**src/rtl/usb2_pkg.sv**
```systemverilog
// Shared USB 2.0 definitions: PID codes, endpoint scheduler FSM states and
// endpoint index width helper.
package usb2_pkg;

  localparam logic [3:0] PID_OUT   = 4'hE;
  localparam logic [3:0] PID_IN    = 4'h6;
  localparam logic [3:0] PID_SOF   = 4'hA;
  localparam logic [3:0] PID_SETUP = 4'h2;
  localparam logic [3:0] PID_PING  = 4'hB;
  localparam logic [3:0] PID_DATA0 = 4'hC;
  localparam logic [3:0] PID_DATA1 = 4'h4;
  localparam logic [3:0] PID_ACK   = 4'hD;
  localparam logic [3:0] PID_NAK   = 4'h5;
  localparam logic [3:0] PID_STALL = 4'h1;

  typedef enum logic [1:0] {
    ST_IDLE,
    ST_RX_DATA,
    ST_TX_DATA,
    ST_RESP
  } state_t;

  function automatic int ep_idx_w(input int n);
    return (n <= 2) ? 1 : $clog2(n);
  endfunction

endpackage

```
**src/rtl/usb2_ep_toggle.sv**
```systemverilog
// Per-endpoint data-toggle bits with indexed read, indexed flip and
// per-endpoint clear; a clear beats a flip on the same endpoint.
module usb2_ep_toggle
  import usb2_pkg::*;
#(
  parameter int NUM_EP = 4
) (
  input  logic                          phy_clk,
  input  logic                          reset_n,
  input  logic [ep_idx_w(NUM_EP)-1:0]   rd_idx,
  output logic                          rd_bit,
  input  logic                          flip_en,
  input  logic [ep_idx_w(NUM_EP)-1:0]   flip_idx,
  input  logic [NUM_EP-1:0]             clr
);

  logic [NUM_EP-1:0] tog;

  always_ff @(posedge phy_clk or negedge reset_n) begin
    if (!reset_n) begin
      tog <= '0;
    end else begin
      for (int unsigned i = 0; i < NUM_EP; i++) begin
        if (clr[i])
          tog[i] <= 1'b0;
        else if (flip_en && (32'(flip_idx) == i))
          tog[i] <= ~tog[i];
      end
    end
  end

  assign rd_bit = tog[rd_idx];

endmodule

```
**src/rtl/usb2_ep_sched.sv**
```systemverilog
// USB 2.0 endpoint scheduler: routes tokens to endpoint strobes, tracks data
// toggles and chooses the handshake/data PID returned to the host.
module usb2_ep_sched
  import usb2_pkg::*;
#(
  parameter int NUM_EP       = 4,
  parameter int DATA_TIMEOUT = 96,
  parameter int HS_TIMEOUT   = 96
) (
  input  logic              phy_clk,
  input  logic              reset_n,
  input  logic              tok_valid,
  input  logic [3:0]        tok_pid,
  input  logic [3:0]        tok_ep,
  input  logic              data_done,
  input  logic              data_ok,
  input  logic [3:0]        data_pid,
  input  logic              hs_valid,
  input  logic [3:0]        hs_pid,
  input  logic [NUM_EP-1:0] ep_xfer_ready,
  input  logic [NUM_EP-1:0] ep_stall,
  input  logic [NUM_EP-1:0] toggle_clr,
  output logic [NUM_EP-1:0] ep_xfer_in,
  output logic [NUM_EP-1:0] ep_xfer_out,
  output logic [NUM_EP-1:0] ep_xfer_out_ok,
  output logic [NUM_EP-1:0] ep_rx_drop,
  output logic [3:0]        ep_sel,
  output logic              resp_valid,
  output logic [3:0]        resp_pid,
  output logic              busy
);

  localparam int EW = ep_idx_w(NUM_EP);
  localparam logic [7:0] DATA_LIM = 8'(DATA_TIMEOUT - 1);
  localparam logic [7:0] HS_LIM   = 8'(HS_TIMEOUT - 1);

  state_t            state, nxt_state;
  logic [3:0]        nxt_sel;
  logic              cur_tog, nxt_tog;
  logic              cur_setup, nxt_setup;
  logic              cur_nak, nxt_nak;
  logic [7:0]        tmr, nxt_tmr;
  logic              arm, nxt_arm;
  logic [3:0]        arm_pid, nxt_arm_pid;
  logic [NUM_EP-1:0] nxt_xin, nxt_xout, nxt_ok, nxt_drop;
  logic              flip_en, setup_clr, tog_rd, tok_hit, data_good;
  logic [NUM_EP-1:0] tok_oh, sel_oh, clr_all;
  logic [3:0]        exp_data;

  assign tok_hit  = tok_valid && ({28'd0, tok_ep} < 32'(NUM_EP));
  assign tok_oh   = NUM_EP'(1) << tok_ep;
  assign sel_oh   = NUM_EP'(1) << ep_sel;
  assign exp_data = cur_tog ? PID_DATA1 : PID_DATA0;
  // A SETUP payload that is not DATA0 is handled exactly like a CRC failure.
  assign data_good = data_ok && !(cur_setup && (data_pid != PID_DATA0));
  assign busy     = (state != ST_IDLE);

  always_comb begin
    clr_all    = toggle_clr;
    clr_all[0] = toggle_clr[0] | setup_clr;
  end

  usb2_ep_toggle #(.NUM_EP(NUM_EP)) u_toggle (
    .phy_clk  (phy_clk),
    .reset_n  (reset_n),
    .rd_idx   (tok_ep[EW-1:0]),
    .rd_bit   (tog_rd),
    .flip_en  (flip_en),
    .flip_idx (ep_sel[EW-1:0]),
    .clr      (clr_all)
  );

  always_comb begin
    nxt_state   = state;
    nxt_sel     = ep_sel;
    nxt_tog     = cur_tog;
    nxt_setup   = cur_setup;
    nxt_nak     = cur_nak;
    nxt_tmr     = (tmr == 8'hFF) ? tmr : tmr + 8'd1;
    nxt_arm     = 1'b0;
    nxt_arm_pid = arm_pid;
    nxt_xin     = ep_xfer_in;
    nxt_xout    = ep_xfer_out;
    nxt_ok      = '0;
    nxt_drop    = '0;
    flip_en     = 1'b0;
    setup_clr   = 1'b0;

    unique case (state)
      ST_IDLE: begin
        if (tok_hit) begin
          case (tok_pid)
            PID_SETUP: if (tok_ep == 4'd0) begin
              nxt_sel   = tok_ep;
              setup_clr = 1'b1;
              nxt_tog   = 1'b0;
              nxt_setup = 1'b1;
              nxt_nak   = 1'b0;
              nxt_xin   = tok_oh;
              nxt_state = ST_RX_DATA;
            end
            PID_OUT: begin
              nxt_sel   = tok_ep;
              nxt_tog   = tog_rd;
              nxt_setup = 1'b0;
              nxt_nak   = 1'b0;
              if (ep_stall[tok_ep[EW-1:0]]) begin
                {nxt_arm, nxt_arm_pid} = {1'b1, PID_STALL};
                nxt_state = ST_RESP;
              end else if (!ep_xfer_ready[tok_ep[EW-1:0]]) begin
                // NAK goes out now; the data packet is still swallowed in RX.
                {nxt_arm, nxt_arm_pid} = {1'b1, PID_NAK};
                nxt_nak   = 1'b1;
                nxt_state = ST_RX_DATA;
              end else begin
                nxt_xin   = tok_oh;
                nxt_state = ST_RX_DATA;
              end
            end
            PID_IN: begin
              nxt_sel   = tok_ep;
              nxt_state = ST_RESP;
              if (ep_stall[tok_ep[EW-1:0]]) begin
                {nxt_arm, nxt_arm_pid} = {1'b1, PID_STALL};
              end else if (!ep_xfer_ready[tok_ep[EW-1:0]]) begin
                {nxt_arm, nxt_arm_pid} = {1'b1, PID_NAK};
              end else begin
                {nxt_arm, nxt_arm_pid} = {1'b1, tog_rd ? PID_DATA1 : PID_DATA0};
                nxt_xout  = tok_oh;
                nxt_state = ST_TX_DATA;
              end
            end
            PID_PING: begin
              nxt_sel   = tok_ep;
              nxt_arm   = 1'b1;
              nxt_state = ST_RESP;
              if (ep_stall[tok_ep[EW-1:0]])           nxt_arm_pid = PID_STALL;
              else if (ep_xfer_ready[tok_ep[EW-1:0]]) nxt_arm_pid = PID_ACK;
              else                                    nxt_arm_pid = PID_NAK;
            end
            default: ;
          endcase
        end
      end
      ST_RX_DATA: begin
        if (data_done) begin
          nxt_xin   = '0;
          nxt_state = ST_IDLE;
          if (cur_nak || !data_good) begin
            nxt_drop = sel_oh;
          end else begin
            {nxt_arm, nxt_arm_pid} = {1'b1, PID_ACK};
            nxt_state = ST_RESP;
            if (data_pid == exp_data) flip_en  = 1'b1;
            else                      nxt_drop = sel_oh;
          end
        end else if (tmr >= DATA_LIM) begin
          nxt_xin   = '0;
          nxt_drop  = sel_oh;
          nxt_state = ST_IDLE;
        end
      end
      ST_TX_DATA: begin
        if (hs_valid) begin
          nxt_xout  = '0;
          nxt_state = ST_IDLE;
          if (hs_pid == PID_ACK) begin
            flip_en = 1'b1;
            nxt_ok  = sel_oh;
          end
        end else if (tmr >= HS_LIM) begin
          nxt_xout  = '0;
          nxt_state = ST_IDLE;
        end
      end
      ST_RESP: nxt_state = ST_IDLE;
      default: nxt_state = ST_IDLE;
    endcase

    if (nxt_state != state) nxt_tmr = '0;
  end

  always_ff @(posedge phy_clk or negedge reset_n) begin
    if (!reset_n) begin
      state          <= ST_IDLE;
      ep_sel         <= '0;
      cur_tog        <= 1'b0;
      cur_setup      <= 1'b0;
      cur_nak        <= 1'b0;
      tmr            <= '0;
      arm            <= 1'b0;
      arm_pid        <= '0;
      ep_xfer_in     <= '0;
      ep_xfer_out    <= '0;
      ep_xfer_out_ok <= '0;
      ep_rx_drop     <= '0;
      resp_valid     <= 1'b0;
      resp_pid       <= '0;
    end else begin
      state          <= nxt_state;
      ep_sel         <= nxt_sel;
      cur_tog        <= nxt_tog;
      cur_setup      <= nxt_setup;
      cur_nak        <= nxt_nak;
      tmr            <= nxt_tmr;
      arm            <= nxt_arm;
      arm_pid        <= nxt_arm_pid;
      ep_xfer_in     <= nxt_xin;
      ep_xfer_out    <= nxt_xout;
      ep_xfer_out_ok <= nxt_ok;
      ep_rx_drop     <= nxt_drop;
      resp_valid     <= arm;
      resp_pid       <= arm ? arm_pid : 4'h0;
    end
  end

endmodule
```
**config.mk**
```make
export PLATFORM = sky130hd
export DESIGN_NAME = usb2_ep_sched
export DESIGN_NICKNAME = d
export VERILOG_FILES = /design/src/rtl/usb2_pkg.sv /design/src/rtl/usb2_ep_toggle.sv /design/src/rtl/usb2_ep_sched.sv
export SDC_FILE = /design/constraint.sdc
export NUM_CORES = 1
export LEC_CHECK = 0
export CAP_MARGIN = 20
export CORE_ASPECT_RATIO = 1.1
export CORE_MARGIN = 4
export CORE_UTILIZATION = 54
export CTS_CLUSTER_DIAMETER = 50
export DETAILED_ROUTE_END_ITERATION = 6
export MAX_ROUTING_LAYER = met4
export PLACE_DENSITY = 0.85
export SYNTH_ARGS = -nofsm -noshare
export SYNTH_HDL_FRONTEND = slang
export SYNTH_HIERARCHICAL = 1
export SYNTH_SLANG_ARGS = --single-unit
```
**constraint.sdc**
```tcl
create_clock -name phy_clk -period 3.6 [get_ports phy_clk]
set_clock_uncertainty 0.2 [all_clocks]
set_input_delay 0.36 -clock phy_clk [delete_from_list [all_inputs] [get_ports phy_clk]]
set_output_delay 0.36 -clock phy_clk [all_outputs]
set_load 0.01 [all_outputs]
```
# Word level (Yosys, flattened, before mapping)
# Cells that the tools add are included.
word_totals:
  ff_bits: 47
  in_bits: 34
  output_inout_bits: 26
  word_cells: 175
classes:
  addsub: 1
  magnitude_cmp: 3
  n_eq_ne: 31
  n_shift: 2
  mux: 86
  bitwise_logic: 5
  n_reduce_logical: 29
op_table:
  columns: ["op", "count"]
  rows:
  - ["$mux 4", 30]
  - ["$pmux 4 s2", 5]
  - ["$mux 1", 30]
  - ["$reduce_bool 2->1", 9]
  - ["$mux 8", 2]
  - ["$pmux 2 s4", 2]
  - ["$ne 3x3->1 const B", 5]
  - ["$mux 2", 7]
  - ["$eq 4x4->1 const B", 3]
  - ["$ne 2x2->1 const B", 6]
  - ["$pmux 1 s2", 6]
  - ["$pmux 4 s3", 1]
  - ["$reduce_and 6->1", 2]
  - ["$add 8x1->8 const B", 1]
  - ["$eq 2x2->1 const B", 4]
  - ["$eq 8x8->1 const B", 1]
  - ["$ge 8x7->1 const B", 1]
  - ["$ne 4x4->1 const B", 2]
  - ["$reduce_and 4->1", 2]
  - ["$shl 1x4->4 const A", 2]
  - ["$logic_and 1x1->1", 7]
  - ["$reduce_and 7->1", 1]
  - ["$bmux 1 s2", 3]
  - ["$eq 2x1->1 const B", 2]
  - ["17 further kinds", 23]

# Longest topological paths before layout
# Gate-level depths: netlist of run 1.
logic_depth:
  depth_word: 12
  mapped_depth: 8
  mapped_depth_nobuf: 7

# By module
# The synthesis of run 1 kept the hierarchy.
modules_own_cells:
  columns: ["module", "instances", "cells_per_inst", "area_each_um2"]
  rows:
  - ["usb2_ep_sched", 1, 243, 2414.8]
  - ["usb2_ep_toggle", 1, 21, 247.7]

# Worst setup path before layout of run 1
# No wires, ideal clock.
synth_path:
  path_kind: "reg2reg"
  startpoint: "register state[1]"
  endpoint: "register tmr[0]"
  arrival_ns: 2.098
  required_ns: 3.265
  path_slack_ns: 1.168
  stages_incl_launch_ff: 9
  path_cell_list: "dfrtp_1 -> inv_1 -> ha_1 -> clkbuf_1 -> inv_1 -> a2111oi_2 -> nand2_1 -> a31oi_4 -> nor3_1"
synth_between:
  elab_chain_len: 6
  word_cells_on_any_way: 14
  classes_between: "eq/ne (5); mux (8); reduce/logical (1)"
synth_lines:
  columns: ["element", "line", "rtl"]
  rows:
  - ["start: declaration", "usb2_ep_sched.sv:37", "state_t state, nxt_state;"]
  - ["start signal: assignment", "usb2_ep_sched.sv:200", "state <= nxt_state;"]
  - ["$mux 2", "usb2_ep_sched.sv:93", "PID_SETUP: if (tok_ep == 4'd0) begin"]
  - ["$pmux 2 s4", "usb2_ep_sched.sv:92", "case (tok_pid)"]
  - ["$mux 2", "usb2_ep_sched.sv:91", "if (tok_hit) begin"]
  - ["$pmux 2 s4", "usb2_ep_sched.sv:89", "unique case (state)"]
  - ["$ne 2x2->1 (*)", "usb2_ep_sched.sv:180", "if (nxt_state != state) nxt_tmr = '0;"]
  - ["$ne 2x1->1 (no source line) or $mux 8 (tied branches)", null, null]
  - ["end signal: assignment", "usb2_ep_sched.sv:205", "tmr <= nxt_tmr;"]
  - ["end: declaration", "usb2_ep_sched.sv:42", "logic [7:0] tmr, nxt_tmr;"]
# Mark *: on every way between the ends. The rest lies on a longest branch, timed or not.
# A chain may end at the register's enable or synchronous reset.

# Worst setup path in the final report of run 1
layout_path:
  startpoint: "register state[1]"
  endpoint: "register tmr[1]"
# Same word-level chain as after synthesis.

==> flow_metrics.tcl, run 1 <==
set metrics [dict create \
    cap_viol_max_count 0 \
    clockBufferDepth 2 \
    yosysWarnings 6 \
    combPwrFrac 0.416 \
    antenna_left 0 \
    clock_power_share 0.176 \
    cts_made_buffers 5 \
    p_sw_mw 0.701 \
    synthesis.area_um2 2660 \
    start_util 0.564 \
    syn2layout_area_growth_pct 27.2 \
    max_freq_ghz 0.334 \
    grt_usage 0.234 \
    p_sw_frac 0.392 \
    clock_latency_ns 0.30 \
    dp.cells 370 \
    final.setup.tns_ns 0 \
    post-synth-top-count-cell "dfrtp_1" \
    gp_congestion 0.970 \
    clk_pin_slew_ns 0.09 \
    coreArea_um2 4720 \
    ir_worst_vdd_mv 0.284 \
    synth_nets 302 \
    avgSynthCellArea_um2 10.1 \
    htree_levels 2 \
    dieArea_um2 6120 \
    antenna_found_initial 0 \
    viasPerCell 6.16 \
    synth.distinct_cells 68 \
    portBuffers 58 \
    finalSetupViolations 0 \
    status "completed" \
    post-route-period-util 0.831 \
    dieHeight_um 81.6 \
    fill_cells 327 \
    grt_pass1_wl_mm 10.7 \
    yosysTopAreaCell "dfrtp_1" \
    synth_edf_count 0 \
    hp-start "arm" \
    cts_hold_buf 0 \
    place_hpwl_mm 4.87 \
    synth_ff_type "dfrtp_1" \
    die_w_um 75.0 \
    p_per_area_nw_per_um2 529 \
    cp.arrival_ns 2.96 \
    required_ns 3.57 \
    grt_pass1_vias 2233 \
    r2r-start "state[1]" \
    synth_common_cells "dfrtp_1 (45), nor2_1 (33), nand2_1 (17)" \
    yosysTopAreaCellShare 0.423 \
    hold_violations 0 \
    worstSetupEndpointType "register" \
    nNetsFinal 361 \
    route.detailed.drc 0 \
    seqPwrFrac 0.407 \
    cts_sinks 45 \
    fp-row-count 26 \
    finalNonFillerCells 380 \
    cts_tree "done" \
    ys_seq_elements 45 \
    root_buffer "clkbuf_8" \
    hp-class "register to register" \
    path_class "register to register" \
    ys_seq_area_frac 0.423 \
    cts_resized 0 \
    drt_iter0_drc 172 \
    grt-ovfl-total 0 \
    syn_inst 264 \
    slew_headroom 0.523 \
    rsz0062_at_grt "false" \
    leakagePower_nw 1.46 \
    p_int_mw 1.09 \
    vias 2339 \
    tightest_slew_ns 0.714 \
    worst-path-max-fanout 10 \
    post_cts_buffers 0 \
    cp-start-kind "register" \
    drive_above_1_share 0.130 \
    fin_util 0.718 \
    synthArstFlopShare 1.00 \
    grt_max_degree 46 \
    routedWlPerCell_um 17.0 \
    yosys-top-cells-area "dfrtp_1 (42%), nor2_1 (4.7%), mux2_2 (3.8%), nand3_1 (3.0%), nor3_1 (2.8%)" \
    antennaDiodeCount 0 \
    first_pass_iters 4 \
    startpoint "state[1]" \
    final-max-slew-violation-count 0 \
    routed_wl_mm 6.48 \
    total_power_mw 1.79 \
    ios 60 \
    period_minus_slack_ns 2.99 \
]
-- routing by layer --
metal / GRT usage / wire length (um) / vias to the layer above
met3: 0.0453 / 437 / 15
met2: 0.365 / 3200 / 103
li1: - / - / 1098
met5: - / 0 / -
met4: 0.0925 / 161 / 0
met1: 0.300 / 2670 / 1123
-- state kept, by name, indices dropped and copies added, names as in the netlist, 2 cells and up --
signal          flops
state               2
ep_xfer_out         4
arm_pid             3
ep_xfer_in          4
resp_pid            3
u_toggle/tog        4
tmr                 8
ep_rx_drop          4
ep_xfer_out_ok      4
ep_sel              4
-- power groups by stage --
stage / logic, mW / clock network (mW) / registers (mW)
floorplan: 0.455 / 0 / 0.731
global placement: 0.718 / 0 / 0.728
detailed placement: 0.736 / 0 / 0.736
CTS: 0.740 / 0.321 / 0.726
global route: 0.813 / 0.342 / 0.749
finish: 0.745 / 0.316 / 0.729
-- through the flow --
stage	cell area (um2)	worst slack, ns	hold WS [ns]
CTS	3360	0.630	0.0560
global placement	3270	0.485	0.193
detailed placement	3270	0.451	0.210
floorplan	2660	1.17	-0.136
global route	3390	0.412	0.253
finish	3390	0.608	0.223
-- layout by cell type, fill, tap and decap left out, types with 3 or more instances in the layout --
| cell type | instances |
|---|---|
| nand2b_1 | 4 |
| nand3b_1 | 4 |
| clkdlybuf4s50_1 | 57 |
| nand3_1 | 16 |
| nor3_1 | 15 |
| dfrtp_1 | 45 |
| nand4_1 | 4 |
| o2111ai_1 | 3 |
| and2_1 | 4 |
| o22ai_1 | 3 |
| mux2i_1 | 5 |
| nor2b_1 | 8 |
| xor2_1 | 3 |
| mux2_2 | 9 |
| a211oi_1 | 4 |
| nor2_1 | 33 |
| a21oi_1 | 5 |
| mux4_2 | 3 |
| ha_1 | 4 |
| nand2_1 | 17 |
| inv_1 | 9 |
| clkbuf_8 | 5 |
-- critical path: stages (launching register included) --
cell       delay [ns]
dfrtp_1          0.45
inv_1            0.16
ha_1             0.47
inv_1            0.28
a2111oi_2        0.62
nand2_1          0.25
a31oi_4          0.32
nor3_1           0.11
-- kinds of logic after synthesis --
group	count (synthesis)	synth area share
buffers and inverters	20	0.0357
AND/OR/NAND/NOR	123	0.247
flip-flops	45	0.423
adder cells (fa/ha/maj)	4	0.0188
XOR/XNOR	3	0.00987
multiplexers	19	0.0935
AO/OA/AOI/OAI	49	0.171
other	1	0.00141
-- final timing paths --
path / endpoint / slack (ns) / cells after the start
setup / recovery: tmr[1] / 0.61 / 7
hold / removal: resp_valid / 0.22 / 0
setup reg to reg: tmr[1] / 0.61 / 7
hold reg to reg: resp_valid / 0.22 / 0
max in group asynchronous: cur_tog / 2.40 / 3
min in group asynchronous: ep_xfer_in[1] / 0.32 / 2
-- final cells by class --
cell class | count | area (um2) | area share
Clock buffer | 5 | 68.8 | 0.0203
Clock inverter | 3 | 21.3 | 0.00628
Inverter | 10 | 37.5 | 0.0111
Multi-Input combinational cell | 199 | 1440 | 0.426
Sequential cell | 45 | 1130 | 0.333
Tap cell | 56 | 70.1 | 0.0207
Timing Repair Buffer | 62 | 621 | 0.183
Power figures use the tool's default switching activity.
==> run 2: changes to the inputs <==
- CORE_UTILIZATION: 54 -> 51
- PLACE_DENSITY: 0.85 -> 0.81
- clock period: 3.6 -> 3.1 ns (I/O delays scaled with it)
==> run 2 against run 1 <==
  * Sequential share of layout area is 0.67 points lower
  * Combinational power up 17%
  * Cell area grew 2.1%
  * Critical path type is now primary input to register
  * Sequential cell count unchanged
  * First-iteration DRC count fell by 15%
  * Count of clock-buffer cells in the layout stayed put
  * Sequential power rose by 16%
  * Hold slack better by 0.0056 ns
  * Non-clock buffer count grew 9
  * Setup slack worse by 0.061 ns
==> flow_metrics.tcl, run 2 (same netlist as run 1, synthesis figures left out) <==
set metrics [dict create \
    die_w_um 76.9 \
    total_power_mw 2.09 \
    fin_util 0.687 \
    cp-start-kind "primary input" \
    final_cell_mix "clkdlybuf4s50_1 (57), dfrtp_1 (45), nor2_1 (33), nand2_1 (17), nand3_1 (16)" \
    clock_latency_ns 0.30 \
    first_pass_iters 4 \
    routedWlPerCell_um 16.4 \
    postLayoutCellArea_um2 3460 \
    worst-path-buf-inv 2 \
    cts_hold_buf 1 \
    dieArea_um2 6440 \
    rsz0062_at_grt "false" \
    dp.cells 381 \
    cts_made_buffers 5 \
    layout_commonest_cell "clkdlybuf4s50_1" \
    finalSetupViolations 0 \
    ios 60 \
    cap_viol_max_count 0 \
    largest_register_ffs 8 \
    nNetsFinal 370 \
    worstSetupEndpointType "register" \
    finalNonFillerCells 391 \
    antenna_found_initial 0 \
    start_util 0.529 \
    p_per_area_nw_per_um2 604 \
    grt_max_degree 46 \
    leakagePower_nw 1.50 \
    hold_violations 0 \
    combPwrFrac 0.418 \
    max_stage_delay_ns 0.55 \
    portBuffers 58 \
    top_register "tmr" \
    cts_resized 0 \
    syn2layout_area_growth_pct 29.8 \
    viasPerCell 5.92 \
    drt_iter0_drc 147 \
    fp-row-count 27 \
    grt_usage 0.210 \
    worst-path-max-fanout 8 \
    max_freq_ghz 0.392 \
    antennaDiodeCount 0 \
    place_hpwl_mm 4.95 \
    post-route-period-util 0.823 \
    reg2reg_setup_slack_ns 0.69 \
    final.setup.tns_ns 0 \
    cts_tree "done" \
    hp-class "register to register" \
    grt_pass1_vias 2321 \
    post_cts_buffers 0 \
    coreArea_um2 5030 \
    clk_pin_slew_ns 0.08 \
    root_buffer "clkbuf_8" \
    path_cells "clkdlybuf4s50_1 > mux4_2 > nor2b_1 > buf_4 > a311o_1 > a311oi_1 > nor3_1" \
    clock_power_share 0.177 \
    status "completed" \
    required_ns 3.08 \
    final-max-slew-violation-count 0 \
    seqPwrFrac 0.405 \
    routed_wl_mm 6.41 \
    ir_worst_vdd_mv 0.364 \
    route.detailed.drc 0 \
    post_dp_cell_area_um2 3340 \
    dieHeight_um 83.8 \
    grt_pass1_wl_mm 10.6 \
    antenna_left 0 \
    period_minus_slack_ns 2.55 \
    path_class "primary input to register" \
    p_sw_frac 0.388 \
    cp_slowest_cell "clkdlybuf4s50_1" \
    grt-ovfl-total 0 \
    clockBufferDepth 2 \
    cp.arrival_ns 2.53 \
    cts_sinks 45 \
    vias 2313 \
    p_sw_mw 0.810 \
    gp_congestion 0.911 \
    drive_above_1_share 0.153 \
    htree_levels 2 \
    p_int_mw 1.28 \
    critPathTopFamily "compound AO/OA/AOI/OAI gates" \
]
[run 2: cell types whose count changed in the layout (fill, tap and decap cells not counted), sizes merged]
cell  delta
buf      +9
[run 2: metrics by stage]
step	hold slack (ns)	setup slack, ns
2_1_floorplan	-0.186	0.668
3_3_place_gp	0.189	0.287
3_5_place_dp	0.222	0.208
4_1_cts	0.242	0.540
5_1_grt	0.245	0.459
6_report	0.229	0.548
[run 2: layer usage]
layer  GRT usage  up-vias  share of wire
met3      0.0421       12          0.046
met4      0.0626        0          0.017
met2       0.352       71           0.50
li1            -     1111              -
met5           -        -              0
met1       0.256     1119           0.43
[run 2: path summary, 6_finish.rpt]
check | cells past startpoint | from | end
worst max-delay path | 7 | tok_ep[0] | arm_pid[3]
worst min-delay path | 0 | arm | resp_valid
worst max register to register | 6 | state[0] | tmr[5]
worst min register to register | 0 | arm | resp_valid
max in group asynchronous | 3 | reset_n | ep_xfer_in[1]
min in group asynchronous | 2 | reset_n | ep_rx_drop[0]
[run 2: cell type report]
| cell class | instances | area [um2] |
|---|---|---|
| Inverter | 10 | 37.5 |
| Tap cell | 58 | 72.6 |
| Sequential cell | 45 | 1130 |
| Multi-Input combinational cell | 199 | 1440 |
| Clock buffer | 5 | 68.8 |
| Fill cell | 374 | 1580 |
| Clock inverter | 3 | 21.3 |
| Timing Repair Buffer | 71 | 688 |
[run 2: power by group through the flow]
stage,clock network [mW],registers (mW),logic [mW]
2_1_floorplan,0,0.849,0.529
3_3_place_gp,0,0.847,0.848
3_5_place_dp,0,0.857,0.866
4_1_cts,0.375,0.846,0.871
5_1_grt,0.406,0.869,0.959
6_report,0.369,0.845,0.874
==> run 3: changes to the inputs <==
- clock period: 3.1 -> 2.4 ns (I/O delays scaled with it)
==> run 3 against run 2 <==
  * Power is 42% higher
  * Clock power up 33%
  * Sequential power increased by 28%
  * Final cell count rose by 13%
  * Critical path type unchanged
  * Global-route usage rose by 4.2 points
  * Largest power group unchanged
  * Non-clock buffer count grew 49
  * First-iteration DRC count up 1.4%
  * Count of clock-buffer cells in the layout is the same
  * Wire length increased by 17%
  * Die area did not move
  * Core utilization rose by 9.2 points
==> flow_metrics.tcl, run 3 (same netlist as run 1, synthesis figures left out) <==
set metrics [dict create \
    status "completed" \
    ios 60 \
    crit_path_end "ep_xfer_out[3]" \
    route.detailed.drc 0 \
    root_buffer "clkbuf_8" \
    syn2layout_area_growth_pct 47.1 \
    reg2reg_setup_slack_ns 0.17 \
    gp_congestion 0.946 \
    antenna_found_initial 0 \
    hp-class "register to register" \
    vias 2590 \
    nNetsFinal 419 \
    cts_sinks 45 \
    clockBufferDepth 2 \
    final_cell_mix "buf_4 (58), clkdlybuf4s50_1 (56), dfrtp_1 (45), nor2_1 (33), nand2_1 (17)" \
    worst-path-max-fanout 8 \
    hold_violations 0 \
    drt-met1-wl_mm 3.03 \
    startpoint "tok_ep[1]" \
    fin_util 0.778 \
    routedWlPerCell_um 17.1 \
    post-route-period-util 0.984 \
    period_minus_slack_ns 2.36 \
    die_w_um 76.9 \
    dieHeight_um 83.8 \
    antenna_left 0 \
    start_util 0.529 \
    postLayoutCellArea_um2 3920 \
    grt_usage 0.252 \
    cp.arrival_ns 2.36 \
    path_cells "clkdlybuf4s50_1 > buf_4 > mux4_2 > nor2b_2 > buf_6 > a41o_1 > o31ai_4 > mux2_4" \
    highest_layer "met4" \
    max_freq_ghz 0.424 \
    cp-start-kind "primary input" \
    grt_max_degree 46 \
    post_dp_cell_area_um2 3690 \
    max_stage_delay_ns 0.54 \
    dp.cells 424 \
    clock_latency_ns 0.31 \
    p_per_area_nw_per_um2 755 \
    hp-start "arm" \
    drt_iter0_drc 149 \
    cts_made_buffers 5 \
    route.met2.wl_mm 3.85 \
    cts_tree "done" \
    ff2ff_path_depth 8 \
    dieArea_um2 6440 \
    layout_commonest_cell "buf_4" \
    portBuffers 58 \
    place_hpwl_mm 5.57 \
    ir_worst_vdd_mv 0.436 \
    grt_pass1_vias 2700 \
    r2r-start "state[0]" \
    coreArea_um2 5030 \
    antennaDiodeCount 0 \
    top_register "tmr" \
    grt-ovfl-total 0 \
    worstSetupEndpointType "register" \
    viasPerCell 5.89 \
    final-max-slew-violation-count 0 \
    reg2reg_to "u_toggle/tog[3]" \
    whs_ns 0.228 \
    dr_wl_met3_um 444 \
    routed_wl_mm 7.51 \
    drive_above_1_share 0.285 \
    cp_slowest_cell "clkdlybuf4s50_1" \
    finalNonFillerCells 440 \
    htree_levels 2 \
    fp-row-count 27 \
    grt_pass1_wl_mm 12.6 \
    required_ns 2.40 \
    path_class "primary input to register" \
    clk_pin_slew_ns 0.09 \
    leakagePower_nw 1.78 \
    finalSetupViolations 0 \
    largest_register_ffs 8 \
    cap_viol_max_count 0 \
    first_pass_iters 5 \
]
## run 3: worst min path at each step
| stage | end | depth (start not counted) |
|---|---|---|
| 6_report | resp_valid | 0 |
| 3_3_place_gp | ep_rx_drop[0] | 2 |
| 5_1_grt | ep_rx_drop[3] | 3 |
| 2_1_floorplan | arm | 0 |
| 4_1_cts | u_toggle/tog[1] | 3 |
| 3_5_place_dp | resp_pid[0] | 2 |
## run 3: layout make-up
class	count	area (um2)
inverters	10	37.5
repair buffers	120	1060
fillers	321	1120
clock inverters	3	22.5
clock buffers	5	68.8
flip-flops and latches	45	1130
multi-input cells	199	1530
well taps	58	72.6
## run 3: metrics by stage
| stage | worst slack (ns) | TNS, ns | power, mW |
|---|---|---|---|
| after floorplan | 0.103 | 0 | 1.79 |
| after global placement | -0.377 | -8.12 | 2.35 |
| after detailed placement | -0.445 | -9.78 | 2.40 |
| after global routing | -0.0503 | -0.318 | 3.14 |
| after CTS | 0.0429 | 0 | 2.93 |
| final | 0.0393 | 0 | 2.96 |
## run 3: report_power, final
| part | switching [mW] | internal [mW] | leakage (nW) | total (mW) |
|---|---|---|---|---|
| clock | 0.285 | 0.207 | 0.0481 | 0.492 |
| sequential | 0.161 | 0.916 | 0.587 | 1.08 |
| combinational | 0.714 | 0.675 | 1.14 | 1.39 |
| total | 1.16 | 1.80 | 1.78 | 2.96 |
## run 3: timing repair
action                                 4_1_cts  5_1_grt
endpoints found under the hold margin       45        0
buffers inserted                             6        1
hold buffers                                 1        0
cloned                                       0        0
gates resized for setup                     12        5
pin swaps                                    8        2
setup endpoints to repair                   19       20
## run 3: metal layers
layer  vias up  global-route usage
met3        21              0.0378
met2        96               0.432
li1       1220                   -
met1      1253               0.299
met4         0              0.0939
met5         -                   -
## run 3: critical path, delay by kind of cell
kind	cells	cell delay [ns]
and+or+nand+nor	1	0.18
AOI/OAI and AO/OA	2	0.35
muxes	2	0.69
buffers and inverters	3	0.88
